`config.mk`:
```
export PLATFORM = sky130hd
export DESIGN_NAME = bus_arbiter_rr_flat
export DESIGN_NICKNAME = d
export VERILOG_FILES = /design/src/rtl/bus_arbiter_rr_if.sv /design/src/rtl/bus_arbiter_rr.sv /design/src/flat_wrapper.sv
export SDC_FILE = /design/constraint.sdc
export NUM_CORES = 1
export LEC_CHECK = 0
export CORE_AREA = 3 3 219 221
export DETAILED_ROUTE_END_ITERATION = 16
export DIE_AREA = 0 0 222 224
export PLACE_DENSITY = 0.36
export SETUP_SLACK_MARGIN = 0.1
export SLEW_MARGIN = 20
export SYNTH_ARGS = -nofsm -noshare
export SYNTH_HDL_FRONTEND = slang
export SYNTH_SLANG_ARGS = --single-unit
```
`constraint.sdc`:
```
create_clock -name clk -period 2.81 [get_ports clk]
set_input_delay 0.843 -clock clk [delete_from_list [all_inputs] [get_ports clk]]
set_output_delay 0.843 -clock clk [all_outputs]
set_load 0.02 [all_outputs]
```
`src/rtl/bus_arbiter_rr_if.sv`:
```
// Signal bundle between the cache-side requesters, the round-robin arbiter and the memory bus.
// The slave modport is the arbiter's view; master is the surrounding requester/memory view.
interface bus_arbiter_rr_if #(
    parameter int unsigned NUM_PORTS       = 4,
    parameter int unsigned BUS_DATA_WIDTH  = 64,
    parameter int unsigned BUS_TAG_WIDTH   = 13,
    parameter int unsigned MAX_OUTSTANDING = 4
);
    localparam int unsigned CNT_W = $clog2(MAX_OUTSTANDING) + 1;

    logic [NUM_PORTS-1:0]                port_reqcyc;
    logic [NUM_PORTS*BUS_DATA_WIDTH-1:0] port_req;
    logic [NUM_PORTS*BUS_TAG_WIDTH-1:0]  port_reqtag;
    logic [NUM_PORTS-1:0]                port_reqack;
    logic                                bus_reqcyc;
    logic [BUS_DATA_WIDTH-1:0]           bus_req;
    logic [BUS_TAG_WIDTH-1:0]            bus_reqtag;
    logic                                bus_reqack;
    logic                                bus_respcyc;
    logic [BUS_DATA_WIDTH-1:0]           bus_resp;
    logic [BUS_TAG_WIDTH-1:0]            bus_resptag;
    logic                                bus_respack;
    logic [NUM_PORTS-1:0]                port_respcyc;
    logic [BUS_DATA_WIDTH-1:0]           port_resp;
    logic [BUS_TAG_WIDTH-1:0]            port_resptag;
    logic [NUM_PORTS-1:0]                port_respack;
    logic [CNT_W-1:0]                    outstanding;
    logic                                resp_err;

    modport slave (
        input  port_reqcyc, port_req, port_reqtag, port_respack,
               bus_reqack, bus_respcyc, bus_resp, bus_resptag,
        output port_reqack, bus_reqcyc, bus_req, bus_reqtag, bus_respack,
               port_respcyc, port_resp, port_resptag, outstanding, resp_err
    );

    modport master (
        output port_reqcyc, port_req, port_reqtag, port_respack,
               bus_reqack, bus_respcyc, bus_resp, bus_resptag,
        input  port_reqack, bus_reqcyc, bus_req, bus_reqtag, bus_respack,
               port_respcyc, port_resp, port_resptag, outstanding, resp_err
    );
endinterface

```
`src/rtl/bus_arbiter_rr.sv`:
```
// N-port round-robin memory-bus arbiter with an in-order owner FIFO used to route
// response bursts back to the requester that issued the matching request.
module bus_arbiter_rr #(
    parameter int unsigned NUM_PORTS       = 4,
    parameter int unsigned BUS_DATA_WIDTH  = 64,
    parameter int unsigned BUS_TAG_WIDTH   = 13,
    parameter int unsigned MAX_OUTSTANDING = 4
) (
    input logic             clk,
    input logic             reset,
    bus_arbiter_rr_if.slave bif
);
    localparam int unsigned GNT_W = $clog2(NUM_PORTS);
    localparam int unsigned PTR_W = $clog2(MAX_OUTSTANDING);
    localparam int unsigned CNT_W = PTR_W + 1;

    localparam logic [0:0] ST_IDLE  = 1'b0;
    localparam logic [0:0] ST_GRANT = 1'b1;

    logic [0:0]       state, state_nxt;
    logic [GNT_W-1:0] gnt, gnt_nxt;
    logic [GNT_W-1:0] rr_ptr, rr_ptr_nxt;
    logic             first_ack, first_ack_nxt;
    logic             push, pop;

    logic [GNT_W-1:0] owner_mem [MAX_OUTSTANDING];
    logic [PTR_W-1:0] wr_ptr, rd_ptr;
    logic [CNT_W-1:0] count;
    logic             fifo_empty, fifo_full;
    logic [GNT_W-1:0] head;

    logic             respcyc_q, resp_owned_q, resp_err_q;
    logic             gnt_reqcyc;
    logic             win_found;
    logic [GNT_W-1:0] win_idx;
    int unsigned      cand;

    logic [BUS_DATA_WIDTH-1:0] req_arr [NUM_PORTS];
    logic [BUS_TAG_WIDTH-1:0]  tag_arr [NUM_PORTS];

    for (genvar i = 0; i < NUM_PORTS; i++) begin : g_unpack
        assign req_arr[i] = bif.port_req[i*BUS_DATA_WIDTH +: BUS_DATA_WIDTH];
        assign tag_arr[i] = bif.port_reqtag[i*BUS_TAG_WIDTH +: BUS_TAG_WIDTH];
    end

    assign fifo_empty = (count == '0);
    assign fifo_full  = (count == CNT_W'(MAX_OUTSTANDING));
    assign head       = owner_mem[rd_ptr];
    assign gnt_reqcyc = bif.port_reqcyc[gnt];

    // First requesting port at or above rr_ptr, wrapping around the port count
    always_comb begin
        win_found = 1'b0;
        win_idx   = '0;
        cand      = 0;
        for (int unsigned k = 0; k < NUM_PORTS; k++) begin
            cand = 32'(rr_ptr) + k;
            if (cand >= NUM_PORTS) cand = cand - NUM_PORTS;
            if (!win_found && bif.port_reqcyc[GNT_W'(cand)]) begin
                win_found = 1'b1;
                win_idx   = GNT_W'(cand);
            end
        end
    end

    always_ff @(posedge clk or negedge reset) begin
        if (!reset) begin
            state     <= ST_IDLE;
            gnt       <= '0;
            rr_ptr    <= '0;
            first_ack <= 1'b0;
        end else begin
            state     <= state_nxt;
            gnt       <= gnt_nxt;
            rr_ptr    <= rr_ptr_nxt;
            first_ack <= first_ack_nxt;
        end
    end

    // Only the first accepted beat of a transaction claims an owner slot
    always_comb begin
        state_nxt     = state;
        gnt_nxt       = gnt;
        rr_ptr_nxt    = rr_ptr;
        first_ack_nxt = first_ack;
        push          = 1'b0;
        case (state)
            ST_IDLE: begin
                if (win_found && !fifo_full) begin
                    gnt_nxt       = win_idx;
                    first_ack_nxt = 1'b0;
                    state_nxt     = ST_GRANT;
                end
            end
            ST_GRANT: begin
                if (!gnt_reqcyc) begin
                    state_nxt  = ST_IDLE;
                    rr_ptr_nxt = (gnt == GNT_W'(NUM_PORTS - 1)) ? '0 : gnt + 1'b1;
                end else if (bif.bus_reqack && !first_ack) begin
                    push          = 1'b1;
                    first_ack_nxt = 1'b1;
                end
            end
            default: state_nxt = ST_IDLE;
        endcase
    end

    always_comb begin
        bif.bus_reqcyc  = 1'b0;
        bif.bus_req     = '0;
        bif.bus_reqtag  = '0;
        bif.port_reqack = '0;
        if (state == ST_GRANT && gnt_reqcyc) begin
            bif.bus_reqcyc       = 1'b1;
            bif.bus_req          = req_arr[gnt];
            bif.bus_reqtag       = tag_arr[gnt];
            bif.port_reqack[gnt] = bif.bus_reqack;
        end
    end

    // Orphan beats are acked so memory never stalls on a response nobody owns
    always_comb begin
        bif.port_respcyc = '0;
        bif.bus_respack  = bif.bus_respcyc;
        if (!fifo_empty) begin
            bif.port_respcyc[head] = bif.bus_respcyc;
            bif.bus_respack        = bif.port_respack[head];
        end
    end

    assign bif.port_resp    = bif.bus_resp;
    assign bif.port_resptag = bif.bus_resptag;

    assign pop = respcyc_q && !bif.bus_respcyc && resp_owned_q && !fifo_empty;

    always_ff @(posedge clk) begin
        if (push) owner_mem[wr_ptr] <= gnt;
    end

    always_ff @(posedge clk or negedge reset) begin
        if (!reset) begin
            wr_ptr <= '0;
            rd_ptr <= '0;
            count  <= '0;
        end else begin
            if (push) wr_ptr <= wr_ptr + 1'b1;
            if (pop)  rd_ptr <= rd_ptr + 1'b1;
            case ({push, pop})
                2'b10:   count <= count + CNT_W'(1);
                2'b01:   count <= count - CNT_W'(1);
                default: count <= count;
            endcase
        end
    end

    // End-of-burst detect; a burst that finished while unowned must not pop
    always_ff @(posedge clk or negedge reset) begin
        if (!reset) begin
            respcyc_q    <= 1'b0;
            resp_owned_q <= 1'b0;
            resp_err_q   <= 1'b0;
        end else begin
            respcyc_q    <= bif.bus_respcyc;
            resp_owned_q <= bif.bus_respcyc && !fifo_empty;
            resp_err_q   <= resp_err_q || (bif.bus_respcyc && fifo_empty);
        end
    end

    assign bif.outstanding = count;
    assign bif.resp_err    = resp_err_q;
endmodule

```
`src/flat_wrapper.sv`:
```
// flat-port wrapper written by rule: the top's interface ports become plain ports
module bus_arbiter_rr_flat 
#(
    parameter int unsigned NUM_PORTS       = 4,
    parameter int unsigned BUS_DATA_WIDTH  = 64,
    parameter int unsigned BUS_TAG_WIDTH   = 13,
    parameter int unsigned MAX_OUTSTANDING = 4
)
  (clk, reset, bif_port_reqcyc, bif_port_req, bif_port_reqtag, bif_port_respack, bif_bus_reqack, bif_bus_respcyc, bif_bus_resp, bif_bus_resptag, bif_port_reqack, bif_bus_reqcyc, bif_bus_req, bif_bus_reqtag, bif_bus_respack, bif_port_respcyc, bif_port_resp, bif_port_resptag, bif_outstanding, bif_resp_err);
  bus_arbiter_rr_if #(.NUM_PORTS(NUM_PORTS), .BUS_DATA_WIDTH(BUS_DATA_WIDTH), .BUS_TAG_WIDTH(BUS_TAG_WIDTH), .MAX_OUTSTANDING(MAX_OUTSTANDING)) bif_i ();
  input logic clk;
  input logic reset;
  input wire logic [$bits(bif_i.port_reqcyc)-1:0] bif_port_reqcyc;
  input wire logic [$bits(bif_i.port_req)-1:0] bif_port_req;
  input wire logic [$bits(bif_i.port_reqtag)-1:0] bif_port_reqtag;
  input wire logic [$bits(bif_i.port_respack)-1:0] bif_port_respack;
  input wire logic [$bits(bif_i.bus_reqack)-1:0] bif_bus_reqack;
  input wire logic [$bits(bif_i.bus_respcyc)-1:0] bif_bus_respcyc;
  input wire logic [$bits(bif_i.bus_resp)-1:0] bif_bus_resp;
  input wire logic [$bits(bif_i.bus_resptag)-1:0] bif_bus_resptag;
  output wire logic [$bits(bif_i.port_reqack)-1:0] bif_port_reqack;
  output wire logic [$bits(bif_i.bus_reqcyc)-1:0] bif_bus_reqcyc;
  output wire logic [$bits(bif_i.bus_req)-1:0] bif_bus_req;
  output wire logic [$bits(bif_i.bus_reqtag)-1:0] bif_bus_reqtag;
  output wire logic [$bits(bif_i.bus_respack)-1:0] bif_bus_respack;
  output wire logic [$bits(bif_i.port_respcyc)-1:0] bif_port_respcyc;
  output wire logic [$bits(bif_i.port_resp)-1:0] bif_port_resp;
  output wire logic [$bits(bif_i.port_resptag)-1:0] bif_port_resptag;
  output wire logic [$bits(bif_i.outstanding)-1:0] bif_outstanding;
  output wire logic [$bits(bif_i.resp_err)-1:0] bif_resp_err;
  assign bif_i.port_reqcyc = bif_port_reqcyc;
  assign bif_i.port_req = bif_port_req;
  assign bif_i.port_reqtag = bif_port_reqtag;
  assign bif_i.port_respack = bif_port_respack;
  assign bif_i.bus_reqack = bif_bus_reqack;
  assign bif_i.bus_respcyc = bif_bus_respcyc;
  assign bif_i.bus_resp = bif_bus_resp;
  assign bif_i.bus_resptag = bif_bus_resptag;
  assign bif_port_reqack = bif_i.port_reqack;
  assign bif_bus_reqcyc = bif_i.bus_reqcyc;
  assign bif_bus_req = bif_i.bus_req;
  assign bif_bus_reqtag = bif_i.bus_reqtag;
  assign bif_bus_respack = bif_i.bus_respack;
  assign bif_port_respcyc = bif_i.port_respcyc;
  assign bif_port_resp = bif_i.port_resp;
  assign bif_port_resptag = bif_i.port_resptag;
  assign bif_outstanding = bif_i.outstanding;
  assign bif_resp_err = bif_i.resp_err;
  bus_arbiter_rr #(.NUM_PORTS(NUM_PORTS), .BUS_DATA_WIDTH(BUS_DATA_WIDTH), .BUS_TAG_WIDTH(BUS_TAG_WIDTH), .MAX_OUTSTANDING(MAX_OUTSTANDING)) u_core (.clk(clk), .reset(reset), .bif(bif_i));
endmodule
```
# Word level (Yosys, flattened, before mapping)
# Memory sizes are Yosys's and may differ from the RTL's.
# Cells that the tools add are included.
# W data, S select, Z words.
[word_totals] word_cells=128 latchBits=0 reg_bits=16 memories=1 mem_bits_ro=0 input_bits=397 output_inout_bits=168 ramBits=8
[classes] n_mux=54 bitwise=5 n_eq_ne=7 magnitude_cmp=13 multipliers=0 addsub=12 shifts=0 div_mod_pow=0 reduce_logical=26
[memory_table] name="u_core.owner_mem" words=4 word_bits=2 rd=1 rd_ports_with_merged_regs=0 wr=1 line="bus_arbiter_rr.sv:26" text="logic [GNT_W-1:0] owner_mem [MAX_OUTSTANDING];"
[ops] cell="$mux W64" count=3
[ops] cell="$bmux W64 S2" count=1
[ops] cell="$mux W13" count=3
[ops] cell="$bmux W13 S2" count=1
[ops] cell="$mux W1" count=24
[ops] cell="$lt A2 B3 Y1 const B" count=6
[ops] cell="$mux W2" count=9
[ops] cell="$logic_and A1 B1 Y1" count=13
[ops] cell="$bmux W1 S2" count=6
[ops] cell="$ge A3 B3 Y1 const B" count=4
[ops] cell="$and A4 B4 Y4" count=2
[ops] cell="$mux W4" count=2
[ops] cell="$sub A2 B1 Y2 const B" count=4
[ops] cell="$logic_not A1 Y1" count=7
[ops] cell="$add A2 B1 Y2 const B" count=3
[ops] cell="$add A2 B2 Y3 const B" count=2
[ops] cell="$pmux W3 S2" count=1
[ops] cell="$demux W1 S2" count=2
[ops] cell="$eq A2 B2 Y1 const B" count=2
[ops] cell="$ge A2 B1 Y1 const B" count=2
[ops] cell="$ne A2 B2 Y1 const B" count=2
[ops] cell="$pmux W1 S2" count=2
[ops] cell="$reduce_and A2 Y1" count=2
[ops] cell="$add A2 B1 Y3 const B" count=1
[ops] cell="other kinds (12)" count=13

# Longest topological paths before layout
# Gate-level depths: netlist (run 1).
[depth] ltp_word=17 depth_mapped=10 mapped_depth_nobuf=9

# Worst setup path after synthesis (run 1)
# No wires, ideal clock.
[synth_timing] path_type="input-to-output" startpoint="in bif_port_reqcyc[3]" endpoint="out bif_bus_req[45]" arrival_time_ns=1.951 required_ns=1.967 path_slack_ns=0.016 stages=4 cell_sequence="mux4_2 -> clkbuf_1 -> clkbuf_1 -> and3_1"
[synth_via] elab_chain_len=4
[synth_lines] item="start: declaration" line="flat_wrapper.sv:13" text="input wire logic [$bits(bif_i.port_reqcyc)-1:0] bif_port_reqcyc;"
[synth_lines] item="$bmux W1 S2" line="bus_arbiter_rr.sv:49" text="assign gnt_reqcyc = bif.port_reqcyc[gnt];"
[synth_lines] item="$mux W1 (implied by the code)" line="bus_arbiter_rr.sv:49"
[synth_lines] item="$logic_and A1 B1 Y1" line="bus_arbiter_rr.sv:113" text="if (state == ST_GRANT && gnt_reqcyc) begin"
[synth_lines] item="$mux W64" line="bus_arbiter_rr.sv:113"
[synth_lines] item="end: declaration" line="flat_wrapper.sv:23" text="output wire logic [$bits(bif_i.bus_req)-1:0] bif_bus_req;"
# No other way between the ends. The select of a mux whose other input is x is not followed.

# Worst setup path after layout (run 1)
[layout_timing] startpoint="in bif_port_reqcyc[3]" endpoint="out bif_bus_reqtag[12]"
[layout_via] elab_chain_len=4
[layout_lines] item="$bmux W1 S2" line="bus_arbiter_rr.sv:49"
[layout_lines] item="$mux W1 (implied by the code)" line="bus_arbiter_rr.sv:49"
[layout_lines] item="$logic_and A1 B1 Y1" line="bus_arbiter_rr.sv:113"
[layout_lines] item="$mux W13" line="bus_arbiter_rr.sv:113"
[layout_lines] item="end: declaration" line="flat_wrapper.sv:24" text="output wire logic [$bits(bif_i.bus_reqtag)-1:0] bif_bus_reqtag;"
# No other way between the ends. The select of a mux whose other input is x is not followed.

==> results.md, run 1 <==
* DR top layer: met5
* Worst Path Max Fanout at 8
* Initial core utilization at 0.0908
* CP Launch Type: input pin
* Wire length per cell at 20.1 um
* Clock Sinks at 24
* PwrDens at 849 mW/mm^2
* Status: finished with violations
* Final ANT Viol Nets at 0
* Mux share of post-synthesis cell area at 0.451
* Initial DRC Count at 129
* Htree depth at 1
* Final wirelength at 27.0 mm
* Simple-Gate Fraction of Synth Area at 0.160
* Most frequent cells in the layout: 315 x clkdlybuf4s50_1, 79 x mux4_2, 56 x and3_4
* Design area at 0.00944 mm^2
* Post-Syn Nets at 775
* Fill cells at 5104
* Fin crit share at 1.12
* RSZ-0062 raised after global routing: true
* Final Hold Vio Count at 0
* Initial antenna violation count at 6
* Met3 wire len at 2.77 mm
* IO Pins at 565
* Required @ worst endpoint at 1970 ps
* Post-route DRC at 0
* Row count at 79
* Worst-skew pair later-pin latency at 250 ps
* Core ar. at 0.0464 mm^2
* Max Fclk at 318 MHz
* Root Buffer: clkbuf_16
* Reg-to-Reg Start: u_core.gnt[0]$_DFFE_PN0P_
* Post-place instance area at 0.00906 mm^2
* Worst hold endpoint: u_core.bif.resp_err$_DFF_PN0_
* MaxCap Viol Count at 0
* Synth Area in Adders at 0.0315
* Compound-cell area share of the yosys netlist at 0.0137
* Violated checks: negative setup slack
* First-pass GRT wire length at 38.1 mm
* Reg-to-reg slack, setup at 90 ps
* Worst R2R Path Depth at 12
* Clk_skew at 2.02 ps
* Final Worst Setup Slack at -336 ps
* Worst slew margin at 0.689
* Maximum vdd drop at 0.301 mV
* Largest family of logic cells by synthesized area: multiplexers
* Synth unique cells at 31
* XOR/XNOR share of the synthesized area at 0.0125
* Synth warn at 0
* Most common library cell in the layout ignoring fill and taps: clkdlybuf4s50_1
* Hold depth at 1
* IO buf count at 410
* Hold_sp: u_core.bif.resp_err$_DFF_PN0_
* WL met2 at 14.1 mm
* Reg-to-Reg End: u_core.bif.outstanding[2]$_DFFE_PN0P_
* Final setup fails at 83
* Wl on met1 at 9.91 mm
* Grt ovf at 0
* DP Wirelength at 22.6 mm
* Worst Hold Class: flip-flop to flip-flop
* Sequential fraction of the synthesis area at 0.152
* Max Buffers Root-to-Sink at 2
* Avg Synthesized Cell Area at 11.4 um^2
* Die width at 222 um
* Gr usage total at 0.103
* Area of the multi-input gates at 0.00315 mm^2
* Post-synthesis cell count at 368
* Critical Path AT at 2300 ps
* Die Height at 224 um
* Leakage power total at 3.65 nW
* Share of cells above drive strength 1 at 0.423
* Placed Cells at 1326
* Flops & latches, synth at 24
* Die area at 0.0497 mm^2
* Fin crit period at 3150 ps
* Non-Filler Instances at 1343
* Worst-Margin Slew at 463 ps
* Vias in the first global route at 5479
* P&R area growth vs syn at 124%
* CTS buffer count at 3
* Pre-CTS WS at -984 ps
* Nets at 1143
* Cell area after synthesis at 0.00421 mm^2
* Largest net degree at the start of global routing at 32
* Crit path kind: input pin to output port
* Vias at 4711
* Sequential cell area at 649 um^2
* Avg Vias per Cell at 3.51
* First drt pass iteration count at 4
* Max Slew Vio Count at 0
* Clock tree from TritonCTS: yes
* Clock transition at path regs at 60 ps
* Final GP Congestion at 0.719
* Setup crit end kind: output port
-- cells by family (layout without fill, tap and decap cells) --
family | Yosys count | count (layout)
AND/OR/NAND/NOR | 112 | 112
XOR/XNOR | 6 | 6
other | 0 | 1
buffers and inverters | 119 | 486
flip-flops | 24 | 24
adder cells (fa/ha/maj) | 10 | 10
AO/OA/AOI/OAI | 8 | 8
multiplexers | 89 | 89
-- critical path, cell delays in order --
cell and delay (ps):
buf_6 90, mux4_4 610, buf_12 200, buf_12 140
buf_12 120, and3_4 160, buf_6 120
-- synthesized netlist by cell type, drive strengths merged --
cell	count	area share
nor2	8	0.0071
mux2	5	0.013
o21ai	2	0.0024
nand2	8	0.0077
and2	4	0.0059
o31ai	1	0.0018
mux2i	4	0.0095
dfrtp	16	0.095
nor2b	2	0.0030
nand3b	1	0.0018
a221oi	2	0.0042
xnor2	4	0.0083
a21oi	1	0.0012
nor3	2	0.0024
clkbuf	22	0.020
edfxtp	8	0.057
and3	81	0.12
fa	1	0.0048
mux4	80	0.43
xor2	2	0.0042
a21o	1	0.0018
buf	89	0.15
nand2b	5	0.0074
inv	8	0.0071
a221o	1	0.0024
nor3b	1	0.0045
ha	9	0.027
-- how the worst max path moves through the flow --
| stage | start | endpoint | slack (ps) |
|---|---|---|---|
| floorplan | bif_port_reqcyc[3] | bif_bus_req[45] | 70 |
| global placement | bif_port_reqcyc[3] | bif_port_reqack[0] | -1000 |
| detailed placement | bif_port_reqcyc[2] | bif_bus_req[18] | -980 |
| CTS | bif_port_reqcyc[3] | bif_bus_req[50] | -460 |
| global route | bif_port_reqcyc[3] | bif_bus_req[50] | -350 |
| finish | bif_port_reqcyc[3] | bif_bus_reqtag[12] | -340 |
-- final cells by class --
class | count | share of cell area
clock buffers | 3 | 0.00795
clock inverters | 1 | 0.00318
diodes | 1 | 0.000265
well taps | 607 | 0.0805
flip-flops and latches | 24 | 0.0688
repair buffers | 474 | 0.502
inverters | 8 | 0.00398
multi-input cells | 225 | 0.334
-- where the power goes --
group          total [W]  internal [W]  switching [W]  leakage (nW)
Clock           0.000403      0.000283       0.000120        0.0511
Combinational    0.00695       0.00382        0.00313          3.34
Sequential      0.000655      0.000510       0.000145         0.257
-- sequential cells by signal, indices dropped and copies added, names as in the netlist --
signal and cells:
u_core.wr_ptr 2, u_core.state 1, u_core.resp_owned_q 1, u_core.gnt 2
u_core.respcyc_q 1, u_core.rd_ptr 2, u_core.rr_ptr 2, u_core.owner_mem 8
u_core.first_ack 1, u_core.bif.resp_err 1, u_core.bif.outstanding 3
-- per-stage QoR --
step	hold slack [ps]	total power (W)	util	TNS, ps
floorplan	481	0.00428	-	0
global placement	454	0.00724	0.195	-81770
detailed placement	463	0.00718	0.195	-81980
CTS	482	0.00798	0.200	-28800
global route	522	0.00858	0.204	-23880
finish	473	0.00801	0.204	-21950
-- layer usage --
layer / vias to the layer above / GRT usage
li1: 2095 / -
met3: 22 / 0.0413
met5: - / 0
met2: 316 / 0.192
met1: 2276 / 0.114
met4: 2 / 0.0114
-- timing repair --
action                                  4_1_cts  5_1_grt
cloned                                        5        0
setup buffers                                 7        3
pin swaps                                     2        5
endpoints found under the setup margin       90       89
gates resized for setup                     371      138
hold buffers                                  0        0
Power figures use the tool's default switching activity.
==> run 2: changes to the inputs <==
Settings changed: PLACE_DENSITY 0.36 to 0.49.
==> results.md, run 2 (synthesized netlist as in run 1, its figures left out) <==
* Clock tree from TritonCTS: yes
* Status: finished with violations
* Die area at 0.0497 mm^2 (unchanged)
* Crit path kind: input pin to output port
* Clk pwr share at 0.039 (-0.011)
* Leakage power total at 3.71 nW (+1.6%)
* First-pass GRT wire length at 36.5 mm (-4.2%)
* Final Hold Vio Count at 0 (unchanged)
* Avg Vias per Cell at 3.53 (+0.77%)
* IO buf count at 410 (unchanged)
* CP Launch Type: input pin
* Nets at 1145 (+0.17%)
* Reg power frac at 0.078 (-0.004)
* Most frequent cells in the layout: 312 x clkdlybuf4s50_1, 80 x mux4_2, 58 x buf_4
* Critical Path Max Stage Delay at 540 ps (-70 ps)
* IO Pins at 565 (unchanged)
* Initial core utilization at 0.0908 (unchanged)
* Internal at 0.00467 W (+1.2%)
* Vias at 4758 (+1.0%)
* Max reg flops at 8 (unchanged)
* Root Buffer: clkbuf_16
* RSZ-0062 raised after global routing: true
* Fin crit share at 1.09 (-0.0259)
* Max Buffers Root-to-Sink at 2 (unchanged)
* Clk_skew at 3.07 ps (+1.05 ps)
* Max Slew Vio Count at 0 (unchanged)
* Fin util at 0.204 (about the same)
* Violated checks: negative setup slack
* Final Worst Setup Slack at -264 ps (+72.8 ps)
* Initial DRC Count at 165 (+28%)
* Post-place instance area at 0.00898 mm^2 (-0.91%)
* Final ANT Viol Nets at 0 (unchanged)
* Area of the multi-input gates at 0.00311 mm^2 (-1.3%)
* Comb power frac at 0.883 (+0.015)
* Most common library cell in the layout ignoring fill and taps: clkdlybuf4s50_1
* Hold_ws at 486 ps (+12.5 ps)
* Pre-CTS WS at -1000 ps (-17.1 ps)
* Final GP Congestion at 0.789 (+9.7%)
* Sequence of cells on the critical path: clkdlybuf4s50_1, mux4_2, and3_1, buf_2
* Share of cells above drive strength 1 at 0.415 (-0.00793)
* First drt pass iteration count at 4 (unchanged)
* Worst-skew pair later-pin latency at 260 ps (about the same)
* Gr usage total at 0.0981 (-0.00496)
* DP Wirelength at 20.9 mm (-7.7%)
* Switch share at 0.420 (-0.00347)
* Switching pwr at 0.00338 W (-0.18%)
* Worst-Margin Slew at 468 ps (+5.00 ps)
* Reg-to-reg slack, setup at 60 ps (-30 ps)
* Design area at 0.00944 mm^2 (about the same)
* Die width at 222 um (unchanged)
* Max Fclk at 325 MHz (+2.4%)
* CP bufs+invs at 2 (-3)
* Initial antenna violation count at 1 (-5)
* Worst Hold Class: flip-flop to flip-flop
* CTS buffer count at 3 (unchanged)
* Grt ovf at 0 (unchanged)
* Setup crit end kind: output port
* Worst Path Max Fanout at 1 (-7)
* Final wirelength at 25.9 mm (-4.0%)
* PwrDens at 854 mW/mm^2 (+0.60%)
* MaxCap Viol Count at 0 (unchanged)
* Worst slew margin at 0.686 (-0.00336)
* Critical Path AT at 2230 ps (-70 ps)
* Post-route DRC at 0 (unchanged)
* Final setup fails at 82 (-1.2%)
* Required @ worst endpoint at 1970 ps (about the same)
* Fin crit period at 3070 ps (-72.8 ps)
* Total power draw at 0.00806 W (+0.64%)
* Largest net degree at the start of global routing at 48 (+50%)
* Fill cells at 5046 (-1.1%)
* Top delay family on crit path: buffers and inverters
* Maximum vdd drop at 0.699 mV (+130%)
* Clock transition at path regs at 70 ps (about the same)
* Clock Sinks at 24 (unchanged)
* Die Height at 224 um (unchanged)
* Vias in the first global route at 5441 (-0.69%)
* Top reg by flops: u_core.owner_mem
* P&R area growth vs syn at 124% (about the same)
* Wire length per cell at 19.3 um (-4.2%)
* Core ar. at 0.0464 mm^2 (unchanged)
* Htree depth at 1 (unchanged)
* Slowest-stage cell, CP: mux4_2
* Row count at 79 (unchanged)
* Sequential cell area at 649 um^2 (unchanged)
## run 2: final cells by class
| type | instances | area share |
|---|---|---|
| multi-input cells | 225 | 0.329 |
| clock inverters | 1 | 0.000398 |
| well taps | 607 | 0.0804 |
| inverters | 8 | 0.00345 |
| repair buffers | 476 | 0.509 |
| flip-flops and latches | 24 | 0.0688 |
| diodes | 2 | 0.000530 |
| clock buffers | 3 | 0.00795 |
## run 2: final timing paths
path	startpoint	to	cells after the start
max	bif_port_req[1]	bif_bus_req[1]	4
min	u_core.bif.resp_err$_DFF_PN0_	u_core.bif.resp_err$_DFF_PN0_	1
max reg2reg	u_core.gnt[0]$_DFFE_PN0P_	u_core.bif.outstanding[2]$_DFFE_PN0P_	12
min reg2reg	u_core.bif.resp_err$_DFF_PN0_	u_core.bif.resp_err$_DFF_PN0_	1
max in group asynchronous	reset	u_core.gnt[1]$_DFFE_PN0P_	2
min in group asynchronous	reset	u_core.rd_ptr[0]$_DFFE_PN0P_	2
## run 2: worst register-to-register path, cell delays in order, from the launching register on
cell and delay [ps]:
dfrtp_4 530, mux4_2 380, buf_12 170, buf_12 150, nand2_4 80, buf_6 130
nor3b_4 240, inv_2 90, ha_4 170, fa_2 330, xnor2_1 130, nor2_1 130
xor2_1 150
## run 2: power groups by stage
stage / clock, W / combinational (W) / sequential (W)
after floorplan: 0 / 0.00363 / 0.000652
after global placement: 0 / 0.00632 / 0.000638
after detailed placement: 0 / 0.00633 / 0.000636
after CTS: 0.000324 / 0.00691 / 0.000637
after global routing: 0.000339 / 0.00763 / 0.000651
final: 0.000314 / 0.00712 / 0.000628
## run 2: repair_timing
item	CTS	global route
cloned	9	0
endpoints found under the setup margin	94	89
pin swaps	0	1
gates resized for setup	428	78
hold buffers	0	0
setup buffers	5	2
## run 2: routing by layer
metal  track usage  wire [um]
met3        0.0313       2320
met4        0.0105        171
met1         0.114       9960
met5             0          0
met2         0.182      13500
## run 2: stage by stage
step	TNS, ps	std cells
3_5_place_dp	-78210	1324
2_1_floorplan	0	368
6_report	-16260	1346
4_1_cts	-17210	1342
3_3_place_gp	-74790	1324
5_1_grt	-20200	1345
